[src/rtl/frame_buffer_pkg.sv]
// Shared types and default frame geometry for the frame buffer write path.
// Modules derive their own geometry from parameters via ceil_div.
package frame_buffer_pkg;

    typedef enum logic [1:0] {
        ST_IDLE = 2'd0,
        ST_FILL = 2'd1,
        ST_DONE = 2'd2
    } state_t;

    function automatic int ceil_div(input int a, input int b);
        return (a + b - 1) / b;
    endfunction

    localparam int DEF_WORD_W       = 64;
    localparam int DEF_BPP_BYTES    = 3;
    localparam int DEF_FRAME_PIXELS = 307200;
    localparam int DEF_ADDR_W       = 20;

    localparam int BYTES_PER_WORD = DEF_WORD_W / 8;
    localparam int FRAME_BYTES    = DEF_FRAME_PIXELS * DEF_BPP_BYTES;
    localparam int FRAME_WORDS    = ceil_div(FRAME_BYTES, BYTES_PER_WORD);

    typedef struct packed {
        logic [DEF_WORD_W-1:0] data;
        logic [DEF_ADDR_W-1:0] addr;
        logic                  last;
    } out_entry_t;

endpackage

[src/rtl/packer_out_fifo.sv]
// First-word-fall-through output buffer for packed frame words.
// Latency: a push is visible at the head on the next cycle when empty.
// Backpressure: full only when count==DEPTH with no pop; pushes while full are ignored.
module packer_out_fifo #(
    parameter int W     = 8,
    parameter int DEPTH = 4
) (
    input  logic                       clk,
    input  logic                       rst,
    input  logic                       push,
    input  logic [W-1:0]               push_dat,
    input  logic                       pop,
    output logic [W-1:0]               pop_dat,
    output logic [$clog2(DEPTH+1)-1:0] count,
    output logic                       full,
    output logic                       empty
);
    localparam int PTR_W = $clog2(DEPTH);
    localparam int CNT_W = $clog2(DEPTH + 1);

    logic [W-1:0]     mem_q [DEPTH];
    logic [W-1:0]     mem_d [DEPTH];
    logic [PTR_W-1:0] wr_ptr_q, wr_ptr_d, rd_ptr_q, rd_ptr_d;
    logic [CNT_W-1:0] count_q, count_d;
    logic             do_push, do_pop;

    assign empty   = (count_q == '0);
    assign do_pop  = pop && !empty;
    assign full    = (count_q == CNT_W'(DEPTH)) && !do_pop;
    assign do_push = push && !full;
    assign count   = count_q;
    assign pop_dat = mem_q[rd_ptr_q];

    always_comb begin
        mem_d    = mem_q;
        wr_ptr_d = wr_ptr_q;
        rd_ptr_d = rd_ptr_q;
        count_d  = count_q;
        if (do_push) begin
            mem_d[wr_ptr_q] = push_dat;
            wr_ptr_d        = wr_ptr_q + 1'b1;
        end
        if (do_pop) rd_ptr_d = rd_ptr_q + 1'b1;
        if (do_push && !do_pop) count_d = count_q + 1'b1;
        else if (!do_push && do_pop) count_d = count_q - 1'b1;
    end

    always_ff @(posedge clk or posedge rst) begin
        if (rst) begin
            mem_q    <= '{default: '0};
            wr_ptr_q <= '0;
            rd_ptr_q <= '0;
            count_q  <= '0;
        end else begin
            mem_q    <= mem_d;
            wr_ptr_q <= wr_ptr_d;
            rd_ptr_q <= rd_ptr_d;
            count_q  <= count_d;
        end
    end

endmodule

[src/rtl/frame_write_packer.sv]
// Packs screen-packet payload bytes into addressed WORD_W words for the DDR2 write path.
// Latency: word-completing byte in cycle N gives wr_valid in N+1 (empty FIFO); FRAME_PACKER_STATS_EN adds drop/stray counters.
// Backpressure: wr_valid/wr_ready; a word arriving at a full FIFO is dropped and flags overflow.
module frame_write_packer
    import frame_buffer_pkg::*;
#(
    parameter int WORD_W       = 64,
    parameter int BPP_BYTES    = 3,
    parameter int FRAME_PIXELS = 307200,
    parameter int ADDR_W       = 20,
    parameter int FIFO_DEPTH   = 4
) (
    input  logic              clk125,
    input  logic              reset,
    input  logic              new_frame,
    input  logic              screen_packet,
    input  logic              rx_valid,
    input  logic [7:0]        rx_data,
    output logic              wr_valid,
    input  logic              wr_ready,
    output logic [WORD_W-1:0] wr_data,
    output logic [ADDR_W-1:0] wr_addr,
    output logic              wr_last,
    output logic              frame_done,
    output logic              overflow,
    output logic              busy
`ifdef FRAME_PACKER_STATS_EN
    ,
    output logic [15:0]       drop_words,
    output logic [15:0]       stray_bytes
`endif
);
    localparam int BPW         = WORD_W / 8;
    localparam int FRAME_BYTES = FRAME_PIXELS * BPP_BYTES;
    localparam int LANE_W      = $clog2(BPW);
    localparam int CNT_W       = $clog2(FRAME_BYTES + 1);
    localparam int ENTRY_W     = WORD_W + ADDR_W + 1;
    localparam logic [LANE_W-1:0] TOP_LANE  = LANE_W'(BPW - 1);
    localparam logic [CNT_W-1:0]  LAST_BYTE = CNT_W'(FRAME_BYTES - 1);

    typedef struct packed {
        logic [WORD_W-1:0] data;
        logic [ADDR_W-1:0] addr;
        logic              last;
    } entry_t;

    state_t            state_q, state_d;
    logic [LANE_W-1:0] lane_q, lane_d;
    logic [WORD_W-1:0] buf_q, buf_d, merged;
    logic [ADDR_W-1:0] addr_q, addr_d;
    logic [CNT_W-1:0]  cnt_q, cnt_d;
    logic              overflow_q, overflow_d;
    logic              accept, last_byte, push;
    entry_t            push_entry, head;
    logic              fifo_full, fifo_empty;

    assign accept = screen_packet && rx_valid && (state_q == ST_FILL);

    always_comb begin
        state_d    = state_q;
        lane_d     = lane_q;
        buf_d      = buf_q;
        addr_d     = addr_q;
        cnt_d      = cnt_q;
        overflow_d = overflow_q;
        merged     = '0;
        last_byte  = 1'b0;
        push       = 1'b0;
        push_entry = '0;
        frame_done = 1'b0;

        // A restart resets the frame first so a same-cycle byte lands as byte 0.
        if (new_frame) begin
            state_d    = ST_FILL;
            lane_d     = '0;
            buf_d      = '0;
            addr_d     = '0;
            cnt_d      = '0;
            overflow_d = 1'b0;
        end

        if (accept) begin
            merged                      = buf_d;
            merged[8*int'(lane_d) +: 8] = rx_data;
            last_byte                   = (cnt_d == LAST_BYTE);
            cnt_d                       = cnt_d + 1'b1;
            if (lane_d == TOP_LANE || last_byte) begin
                push            = 1'b1;
                push_entry.data = merged;
                push_entry.addr = addr_d;
                push_entry.last = last_byte;
                lane_d          = '0;
                buf_d           = '0;
                if (fifo_full) overflow_d = 1'b1;
                if (last_byte) begin
                    frame_done = 1'b1;
                    state_d    = ST_DONE;
                end else begin
                    addr_d = addr_d + 1'b1;
                end
            end else begin
                lane_d = lane_d + 1'b1;
                buf_d  = merged;
            end
        end
    end

    always_ff @(posedge clk125 or posedge reset) begin
        if (reset) begin
            state_q    <= ST_IDLE;
            lane_q     <= '0;
            buf_q      <= '0;
            addr_q     <= '0;
            cnt_q      <= '0;
            overflow_q <= 1'b0;
        end else begin
            state_q    <= state_d;
            lane_q     <= lane_d;
            buf_q      <= buf_d;
            addr_q     <= addr_d;
            cnt_q      <= cnt_d;
            overflow_q <= overflow_d;
        end
    end

    packer_out_fifo #(
        .W     (ENTRY_W),
        .DEPTH (FIFO_DEPTH)
    ) u_out_fifo (
        .clk      (clk125),
        .rst      (reset),
        .push     (push),
        .push_dat (push_entry),
        .pop      (wr_valid && wr_ready),
        .pop_dat  (head),
        .count    (),
        .full     (fifo_full),
        .empty    (fifo_empty)
    );

    assign wr_valid = !fifo_empty;
    assign wr_data  = head.data;
    assign wr_addr  = head.addr;
    assign wr_last  = head.last;
    assign overflow = overflow_q;
    assign busy     = (state_q == ST_FILL);

`ifdef FRAME_PACKER_STATS_EN
    logic [15:0] drop_q, drop_d, stray_q, stray_d;

    always_comb begin
        drop_d  = new_frame ? 16'd0 : drop_q;
        stray_d = new_frame ? 16'd0 : stray_q;
        if (push && fifo_full && drop_d != 16'hFFFF) drop_d = drop_d + 1'b1;
        if (screen_packet && rx_valid && state_q != ST_FILL && stray_d != 16'hFFFF)
            stray_d = stray_d + 1'b1;
    end

    always_ff @(posedge clk125 or posedge reset) begin
        if (reset) begin
            drop_q  <= '0;
            stray_q <= '0;
        end else begin
            drop_q  <= drop_d;
            stray_q <= stray_d;
        end
    end

    assign drop_words  = drop_q;
    assign stray_bytes = stray_q;
`endif

endmodule

[config.mk]
export PLATFORM = sky130hd
export DESIGN_NAME = frame_write_packer
export DESIGN_NICKNAME = d
export VERILOG_FILES = /design/src/rtl/frame_buffer_pkg.sv /design/src/rtl/packer_out_fifo.sv /design/src/rtl/frame_write_packer.sv
export SDC_FILE = /design/constraint.sdc
export NUM_CORES = 1
export LEC_CHECK = 0
export CORE_MARGIN = 3
export CORE_UTILIZATION = 39
export CTS_CLUSTER_SIZE = 28
export DETAILED_ROUTE_END_ITERATION = 10
export SETUP_SLACK_MARGIN = 0.5
export SLEW_MARGIN = 20
export SYNTH_ARGS = -nofsm -noshare
export SYNTH_HDL_FRONTEND = slang
export SYNTH_HIERARCHICAL = 1
export SYNTH_SLANG_ARGS = --single-unit
[constraint.sdc]
create_clock -name clk125 -period 26.5 [get_ports clk125]
set_clock_uncertainty 0.05 [all_clocks]
set_input_delay 5.3 -clock clk125 [delete_from_list [all_inputs] [get_ports clk125]]
set_output_delay 5.3 -clock clk125 [all_outputs]
set_load 0.03 [all_outputs]
Yosys cells after proc, flatten, opt, wreduce, memory -nomap -nowiden:

Cells that the tools add are included.

* add/sub/neg operators: 8
* $lt $le $gt $ge: 3
* equality and inequality tests: 4
* shift operators: 2
* multiplexer cells: 36
* bitwise operators: 2
* reductions and logical operators: 16

Operator list (count)
* $mux 85: 5
* $bwmux 340: 1
* $mux 64: 3
* $bmux 85 s2: 1
* $demux 85 s2: 1
* $mux 20: 6
* $bwmux 64: 1
* $shift 8x33->64 const A: 1
* $shiftx 8x33->64: 1
* $add 20x1->20 const B: 2
* $neg 6->33: 1
* $eq 20x20->1 const B: 1
* $mux 3: 5
* $logic_and 1x1->1: 9
* $mux 1: 9
* $mux 2: 4
* $add 3x1->3 const B: 2
* $eq 3x3->1 const B: 2
* $ge 3x3->1 const B: 2
* $not 2->3: 2
* $add 2x1->2 const B: 2
* $logic_not 1->1: 4
* $logic_not 3->1: 1
* $lt 3x1->1 const B: 1
* 4 further kinds: 4

* bits in registers: 457
* input port bits: 14

Depth between registers and ports, before layout:

Gate-level depths: netlist of run 1.

* word-level depth: 12
* gate-level depth with buffers: 20
* mapped depth without buffers: 16

Hierarchy:

The synthesis of run 1 kept the hierarchy.

By module, submodules not included
* packer_out_fifo: instances 1, cells an instance 862, area each 16086.7 um^2, sequential area each 8683.3 um^2
* frame_write_packer: instances 1, cells an instance 796, area each 6577.6 um^2, sequential area each 2752.6 um^2

Worst setup path before layout of run 1:

Ideal clock, no wire load.

* path type: input to output
* start point: input port new_frame
* end point: output port frame_done
* data arrival time: 7031 ps
* data required time: 21150 ps
* setup slack: 14119 ps
* cell stages on the path: 9
* buffers on the path: 3
* cells stage by stage: clkbuf_1 -> buf_2 -> clkbuf_1 -> nor2b_1 -> ha_1 -> nand2_1 -> nor3_1 -> nand2_1 -> inv_1

* cells in the longest elaborated chain, start to end: 5
* elaborated cells on any way between the ends: 8
* those cells by class: eq/ne (2); mux (5); reduce/logical (1)

RTL lines
* from (decl): RTL line frame_write_packer.sv:15 `input logic new_frame,`
* $mux 20 / $mux 3 (equally long branches): RTL line frame_write_packer.sv:73 `if (new_frame) begin`
* $eq 20x20->1 / $eq 3x3->1 (equally long branches): RTL line frame_write_packer.sv:85, frame_write_packer.sv:87
* $mux 1 / $logic_or 1x1->1 (equally long branches): RTL line frame_write_packer.sv:95, frame_write_packer.sv:87
* $mux 1 (*): RTL line frame_write_packer.sv:87 `if (lane_d == TOP_LANE || last_byte) begin`
* $mux 1 (*): RTL line frame_write_packer.sv:82 `if (accept) begin`
* to (decl): RTL line frame_write_packer.sv:24 `output logic frame_done,`

Every way passes the cells marked *; elsewhere a longest branch is shown, timed or not.

Worst setup path after layout of run 1:

* start point: input port screen_packet
* end point: output port frame_done

* cells in the longest elaborated chain, start to end: 3

RTL lines
* from (decl): RTL line frame_write_packer.sv:16 `input logic screen_packet,`
* $logic_and 1x1->1 (2 in series): RTL line frame_write_packer.sv:57 `assign accept = screen_packet && rx_valid && (state_q == ST_FILL);`
* $mux 1: RTL line frame_write_packer.sv:82

Every way passes these cells.

==> results of run 1 <==
==> layout make-up <==
type	count	area, um^2	area share [%]
flip-flops and latches	457	11400	44.7
clock inverters	23	274	1.07
clock buffers	69	1440	5.63
inverters	34	138	0.538
repair buffers	117	1130	4.42
multi-input cells	1053	10200	39.9
well taps	756	946	3.69
==> cells by family (layout without fill, tap and decap cells) <==
family,after synthesis,in the layout,share of synthesized area [%]
AOI/OAI and AO/OA,165,165,4.57
buffers and inverters,148,243,4.53
and+or+nand+nor,395,395,8.61
adders and majority gates,16,16,0.916
xor gates and xnor gates,28,28,1.08
DFF,457,457,50.5
muxes,449,449,29.8
==> cells in the final DEF (no fill, tap or decap), types with 10 or more instances in the layout <==
cell and instances:
clkbuf_16 50, or3_1 13, mux2_4 200, ha_1 15
o22ai_1 22, nand3_1 52, nand2_1 120, buf_4 14
mux4_2 85, nor3_1 16, xnor2_1 25, o21ai_0 33
and2_1 15, mux2_2 164, nor2b_1 35, o32ai_1 10
nor2_1 86, clkinv_2 10, inv_1 31, clkdlybuf4s50_1 101
dfrtp_1 455, clkbuf_8 12, a21oi_1 53
==> power groups by stage <==
stage	Combinational, W	Sequential [W]	Clock (W)
after floorplan	0.000141	0.000720	0
after global placement	0.000158	0.000748	0
after detailed placement	0.000159	0.000748	0
after CTS	0.000159	0.000735	0.000739
after global routing	0.000168	0.000737	0.000765
final	0.000154	0.000734	0.000719
==> layer usage <==
layer | part of all wire, % | vias up | global-route usage, %
li1 | - | 6105 | -
met1 | 47 | 7225 | 25.7
met2 | 47 | 276 | 27.9
met3 | 4.3 | 67 | 3.13
met4 | 1.7 | 0 | 3.94
met5 | 0 | - | 0
==> state kept, by name (all words and copies together) (netlist names) <==
| register | cells |
|---|---|
| buf_q | 64 |
| u_out_fifo/count | 3 |
| u_out_fifo/mem_q | 340 |
| u_out_fifo/wr_ptr_q | 2 |
| lane_q | 3 |
| u_out_fifo/rd_ptr_q | 2 |
| state_q | 2 |
| cnt_q | 20 |
| overflow | 1 |
| addr_q | 20 |
==> path summary, 6_finish.rpt <==
kind | start | endpoint | slack [ps] | cells after the start
max | screen_packet | frame_done | 13050 | 6
min | u_out_fifo/count[2]$_DFFE_PP0P_ | u_out_fifo/count[2]$_DFFE_PP0P_ | 440 | 1
max reg2reg | lane_q[0]$_DFF_PP0_ | u_out_fifo/mem_q[307]$_DFFE_PP0P_ | 22050 | 10
min reg2reg | u_out_fifo/count[2]$_DFFE_PP0P_ | u_out_fifo/count[2]$_DFFE_PP0P_ | 440 | 1
max in group asynchronous | reset | u_out_fifo/rd_ptr_q[1]$_DFFE_PP0P_ | 18600 | 4
min in group asynchronous | reset | addr_q[3]$_DFF_PP0_ | 5180 | 2
==> through the flow <==
stage	std cells	utilization, %	setup WS (ps)	hold WS [ps]	cell area (um^2)
final	2509	45.0	13050	443	25600
after global routing	2509	45.0	12870	451	25600
after CTS	2509	45.0	13030	444	25600
after detailed placement	2417	41.9	13040	436	23900
after global placement	2417	41.9	13160	426	23900
after floorplan	1658	-	11530	406	22700
==> critical path, delay by kind of cell <==
family / cells / cell delay [ps]
buffers and inverters: 3 / 1400
AND/OR/NAND/NOR: 3 / 1390
==> results.toml, run 1 <==
[global_route]
grt_max_degree = 134
antenna_found_initial = 0
grt_pass1_vias = 14600
grt_overflow = 0
grt_usage_pct = 17.7
grt_pass1_wl_um = 85700

[power_and_ir_drop]
cellInternalPower_w = 0.00119
switchingPower_w = 0.000414
peakVddDrop_mv = 0.0534
swShare_pct = 25.8
combPwrFrac_pct = 9.6
seqPwrFrac_pct = 45.7
p_leak_nw = 11.1
p_total_w = 0.00161
powerDensity_mw_per_mm2 = 62.7
pwr-share-clk_pct = 44.8

[synthesis]
syn_avg_cell_area_um2 = 13.7
synth-seq-cells = 457
synthArstFlopShare_pct = 100
yosys_most_used_dff = "dfrtp_1"
yosysMostFrequentCell = "dfrtp_1"
synth_top_cell_by_area = "dfrtp_1"
synth_top_area_share_pct = 50.5
ys_seq_area_share_pct = 50.5
syn_area_mm2 = 0.0227
synth_warnings = 6
synth_nets = 1688
ys_types = 58
syn-instance-count = 1658
synthTopCellsByArea = "dfrtp_1, mux2_4, mux4_2"
synth_common_cells = "dfrtp_1, mux2_4, mux2_2, nand2_1, nor2_1"
synth_edf_count = 0

[clocking]
tritoncts = "yes"
cts_setup_buffers = 0
cts-root-buf = "clkbuf_16"
cts_resized = 0
cts.hold.buffers_added = 0
htreeDepth = 2
path_clk_slew_ps = 60
clock-sinks = 457
clkLatencyLatePin_ps = 600
clockBufferDepth = 3
numCtsBuffers = 50

[placed_design]
place.port_buffers = 102
dp_hpwl_um = 33600
gp_congestion = 0.814

[timing]
finalHoldViolCount = 0
setup_tns_ps = 0
post-route-period-util_pct = 50.8
fmax_mhz = 74.3
fin_crit_ps = 13450
tightest_slew_ps = 1110
rsz0062_at_grt = "false"
slew_violations = 0
setup_viol = 0
slew_headroom_pct = 25.9

[drt]
wl_per_cell_um = 21.2
drc = 0
drt_first_pass_iters = 5
via_count = 13700
routed_wl_um = 53300
drt_iter0_drc = 982
final_antenna_net_count = 0
via_per_inst = 5.45

[worst_setup_path]
slowest_delay_ps = 700
crit_type = "primary input to output port"
cp_data_required_time_ps = 21150
path_max_fanout = 11
crit_arrival_ps = 8100
crit_path_end_kind = "output port"
startpoint_type = "primary input"
slowest_stage = "clkdlybuf4s50_1"
crit_chain = "clkdlybuf4s50_1 > nand4b_1 > nor3_1 > nand2_1 > inv_1 > clkdlybuf4s50_1"
cpMostUsedCell = "clkdlybuf4s50_1"

[floorplanning]
die-area_mm2 = 0.0610
die_height_um = 247
rows = 87
initial_core_util_pct = 39.8
die_w_um = 247
design.core.area_mm2 = 0.0569
ios = 103

[job]
drv_cap = 0

[layout]
n_fill_cell = 4980
insertedDiodeCount = 0
drive_gt1_share_pct = 32.5
area_growth_pct = 13.0
nets = 1743

[run_status]
status = "finished, final reports clean"

[min_path]
hold_class = "flop to flop"
Note: power is estimated with default switching activity, not from simulation.
==> run 2: changes to the inputs <==
==> constraint.sdc (replaced) <==
create_clock -name clk125 -period 13.3 [get_ports clk125]
set_clock_uncertainty 0.05 [all_clocks]
set_input_delay 2.66 -clock clk125 [delete_from_list [all_inputs] [get_ports clk125]]
set_output_delay 2.66 -clock clk125 [all_outputs]
set_load 0.03 [all_outputs]
==> run 2 against run 1 <==
Sequential power grew 100%. Setup slack lost 8000 ps. Critical endpoint unchanged. Final cell count shrank 0.16%. Wire length grew 0.71%. Largest cell class unchanged.
==> results.toml, run 2 (synthesized netlist as in run 1, its figures left out) <==
[placed_design]
gp_congestion = 0.815
place.port_buffers = 102
dp_hpwl_um = 33400
place_inst = 2416

[drt]
wl_per_cell_um = 21.4
drc = 0
final_antenna_net_count = 0
drt_first_pass_iters = 6
via_per_inst = 5.42
drt_iter0_drc = 982
routed_wl_um = 53600
via_count = 13600

[timing]
fmax_mhz = 122
rsz0062_at_grt = "false"
slew_headroom_pct = 29.1
setup_viol = 0
slew_violations = 0
tightest_slew_ps = 1060
setup_tns_ps = 0
finalHoldViolCount = 0
fin_crit_ps = 8220
post-route-period-util_pct = 61.8
holdWs_ps = 444

[worst_setup_path]
crit_arrival_ps = 5510
r2r.worst_path.cells = 10
cp_data_required_time_ps = 10590
path_buf_inv = 4
slowest_delay_ps = 690
rrSetupSlack_ps = 8900
path_max_fanout = 54
startpoint_type = "primary input"
r2r_start = "lane_q[0]$_DFF_PP0_"
crit_chain = "buf_2 > buf_4 > nand4b_1 > nor4_4 > nand2_1 > inv_1 > clkdlybuf4s50_1"
crit_path_end_kind = "output port"
critPathTopFamily = "buffers and inverters"
slowest_stage = "clkdlybuf4s50_1"
worst_r2r_endpoint = "u_out_fifo/mem_q[65]$_DFFE_PP0P_"
crit_type = "primary input to output port"

[layout]
fin_cells = 2505
final_util_pct = 45.0
mostFrequentLayoutCell = "dfrtp_1"
drive_gt1_share_pct = 32.4
regMostFlops = "u_out_fifo/mem_q"
mostFrequentLayoutCells = "dfrtp_1, mux2_4, mux2_2"
largest_reg_flops = 340
reg_top3 = "u_out_fifo/mem_q: 340 flops, buf_q: 64 flops"
nets = 1742
area_growth_pct = 13.1

[global_route]
grt_pass1_vias = 14400
grt_overflow = 0
grt_max_degree = 138
grt_usage_pct = 17.9
antenna_found_initial = 0
grt_pass1_wl_um = 86500

[floorplanning]
ios = 103
die-area_mm2 = 0.0610
initial_core_util_pct = 39.8
die_w_um = 247
design.core.area_mm2 = 0.0569
die_height_um = 247
rows = 87

[clocking]
clkLatencyLatePin_ps = 610
clockBufferDepth = 3
tritoncts = "yes"
clock-sinks = 457
cts_setup_buffers = 0
path_clk_slew_ps = 60
cts_resized = 0
cts.hold.buffers_added = 0
cts-root-buf = "clkbuf_16"
numCtsBuffers = 50
htreeDepth = 2

[power_and_ir_drop]
p_total_w = 0.00322
p_leak_nw = 11.1
powerDensity_mw_per_mm2 = 126
peakVddDrop_mv = 0.0957

[min_path]
hold_start = "u_out_fifo/count[2]$_DFFE_PP0P_"
hold_path_depth = 1
min_to = "u_out_fifo/count[2]$_DFFE_PP0P_"
hold_class = "flop to flop"

[job]
drv_cap = 0

[run_status]
status = "finished, final reports clean"
## run 2: routing by layer
metal / wire [um] / GRT usage, %
met5: 0 / 0
met4: 915 / 3.88
met3: 2360 / 2.90
met2: 24900 / 27.8
met1: 25400 / 26.5
## run 2: worst max path at each step
stage	cells past startpoint	start	to	slack, ps
floorplan	1	reset	u_out_fifo/count[0]$_DFFE_PP0P_	970
global placement	7	new_frame	frame_done	5130
detailed placement	7	new_frame	frame_done	5060
CTS	7	new_frame	frame_done	5070
global route	8	new_frame	frame_done	4900
finish	7	new_frame	frame_done	5080
## run 2: area by class of cell
| cell class | count | area, um^2 |
|---|---|---|
| fill | 5074 | 31300 |
| sequential | 457 | 11400 |
| multi-input combinational | 1053 | 10200 |
| clock buffer | 71 | 1490 |
| timing repair buffer | 116 | 1120 |
| tap | 756 | 946 |
| clock inverter | 17 | 251 |
| inverter | 34 | 138 |
| antenna | 1 | 2.50 |
## run 2: worst reg2reg max path, stage by stage (launching register included)
cell and delay (ps):
dfrtp_1 360, nand2b_1 380, inv_1 270, ha_1 180, ha_1 440, nand2_1 130, o21a_2 170, inv_1 160
and3_4 730, buf_4 950, mux2_2 450
## run 2: power by group
part / switching, W / internal [W] / leakage (nW)
registers: 0.0000758 / 0.00140 / 6.36
logic: 0.000156 / 0.000130 / 3.91
clock network: 0.000581 / 0.000878 / 0.869
total: 0.000813 / 0.00241 / 11.1
## run 2: per-stage QoR
step                cell area (um^2)  setup WS [ps]
detailed placement             23900           5060
floorplan                      22700            968
global route                   25600           4900
finish                         25600           5080
global placement               23900           5130
CTS                            25600           5070
==> run 3: changes to the inputs <==
==> constraint.sdc (replaced) <==
create_clock -name clk125 -period 7.8 [get_ports clk125]
set_clock_uncertainty 0.05 [all_clocks]
set_input_delay 1.56 -clock clk125 [delete_from_list [all_inputs] [get_ports clk125]]
set_output_delay 1.56 -clock clk125 [all_outputs]
set_load 0.03 [all_outputs]
==> run 3 against run 2 <==
Wire length up 0.83%. Non-clock buffer count up 10. Total power is 70% higher. Register-to-register slack lost 5100 ps. Setup slack worse by 3300 ps. Critical path type unchanged. Combinational power up 81%. Hold slack lost 8.7 ps. Highest routed layer unchanged. Critical endpoint unchanged.
==> results.toml, run 3 (synthesized netlist as in run 1, its figures left out) <==
[drt]
drt_first_pass_iters = 5
drc = 0
drt_iter0_drc = 981
via_count = 13700
routed_wl_um = 54100
wl_per_cell_um = 21.5
via_per_inst = 5.43
final_antenna_net_count = 0

[clocking]
cts-root-buf = "clkbuf_16"
tritoncts = "yes"
clock-sinks = 457
htreeDepth = 2
clkLatencyLatePin_ps = 600
path_clk_slew_ps = 60
cts_setup_buffers = 0
clockBufferDepth = 3
cts_resized = 0
numCtsBuffers = 50
cts.hold.buffers_added = 0

[timing]
slew_violations = 0
post-route-period-util_pct = 76.7
slew_headroom_pct = 25.4
holdWs_ps = 436
tightest_slew_ps = 1120
finalHoldViolCount = 0
setup_tns_ps = 0
rsz0062_at_grt = "false"
setup_viol = 0
fin_crit_ps = 5980
fmax_mhz = 167

[placed_design]
dp_hpwl_um = 34000
place_area_mm2 = 0.0240
gp_congestion = 0.855
place.port_buffers = 102

[worst_setup_path]
crit_chain = "buf_2 > nor2b_1 > ha_1 > nand2_1 > nor3_1 > nand2_1 > inv_1 > clkdlybuf4s50_1"
crit_path_end_kind = "output port"
cp_data_required_time_ps = 6190
startpoint_type = "primary input"
cpMostUsedCell = "nand2_1"
path_max_fanout = 42
crit_type = "primary input to output port"
slowest_stage = "clkdlybuf4s50_1"
slowest_delay_ps = 760
crit_arrival_ps = 4370

[global_route]
grt_pass1_vias = 14500
grt_usage_pct = 18.2
grt_max_degree = 181
grt_pass1_wl_um = 87200
grt_overflow = 0
antenna_found_initial = 2

[layout]
final_util_pct = 45.2
final_cell_area_mm2 = 0.0257
mostFrequentLayoutCell = "dfrtp_1"
largest_reg_flops = 340
regMostFlops = "u_out_fifo/mem_q"
reg_top3 = "u_out_fifo/mem_q: 340 flops, buf_q: 64 flops"
area_growth_pct = 13.6
mostFrequentLayoutCells = "dfrtp_1, mux2_4, mux2_2"
drive_gt1_share_pct = 32.4
nets = 1752

[floorplanning]
die-area_mm2 = 0.0610
die_w_um = 247
initial_core_util_pct = 39.8
ios = 103
design.core.area_mm2 = 0.0569
rows = 87
die_height_um = 247

[power_and_ir_drop]
p_total_w = 0.00549
p_leak_nw = 11.2
powerDensity_mw_per_mm2 = 213
peakVddDrop_mv = 0.143

[run_status]
status = "finished, final reports clean"

[min_path]
hold_class = "flop to flop"

[job]
drv_cap = 0
==> run 3: cell count changes in the layout (fill, tap and decap cells not counted), sizes merged <==
cell	change
buf	+10
clkbuf	+7
clkinv	-4
inv	-1
diode	+1
clkinvlp	+3
bufinv	-1
==> run 3: stage by stage <==
stage                     cells  worst slack, ps
after CTS                  2517             1810
after global routing       2519             1610
after detailed placement   2425             1830
after global placement     2425             1920
final                      2520             1820
after floorplan            1658             1550
==> run 3: worst max-delay path: cells and delay by family <==
kind	cells	cell delay [ps]
buffers and inverters	3	1330
adders and majority gates	1	280
and+or+nand+nor	4	1190
==> run 3: cell type report <==
class / instances / area [um^2]
tap: 756 / 946
antenna: 2 / 5.00
sequential: 457 / 11400
inverter: 34 / 134
timing repair buffer: 126 / 1280
multi-input combinational: 1053 / 10200
clock buffer: 78 / 1510
fill: 5059 / 31200
clock inverter: 14 / 198
==> run 3: power by group <==
group          switching, W  internal, W  total [W]
clock              0.000996      0.00146    0.00246
combinational      0.000286     0.000233   0.000519
sequential         0.000122      0.00239    0.00251
total               0.00140      0.00409    0.00549
==> run 3: worst paths after layout <==
| path | slack, ps | from | cells after the start | endpoint |
|---|---|---|---|---|
| max | 1820 | new_frame | 8 | frame_done |
| max in group asynchronous | 4980 | reset | 3 | buf_q[21]$_DFF_PP0_ |
| min reg2reg | 440 | u_out_fifo/count[2]$_DFFE_PP0P_ | 1 | u_out_fifo/count[2]$_DFFE_PP0P_ |
| min | 440 | u_out_fifo/count[2]$_DFFE_PP0P_ | 1 | u_out_fifo/count[2]$_DFFE_PP0P_ |
| min in group asynchronous | 1500 | reset | 3 | u_out_fifo/mem_q[257]$_DFFE_PP0P_ |
| max reg2reg | 3840 | lane_q[0]$_DFF_PP0_ | 10 | u_out_fifo/mem_q[72]$_DFFE_PP0P_ |
==> run 3: layer usage <==
metal / vias to the layer above / wire (um) / global-route usage [%] / share of wire (%)
met4: 0 / 1070 / 4.32 / 2.0
met1: 7214 / 25600 / 26.6 / 47
met2: 294 / 25200 / 28.1 / 47
li1: 6105 / - / - / -
met5: - / 0 / 0 / 0
met3: 72 / 2270 / 3.10 / 4.2
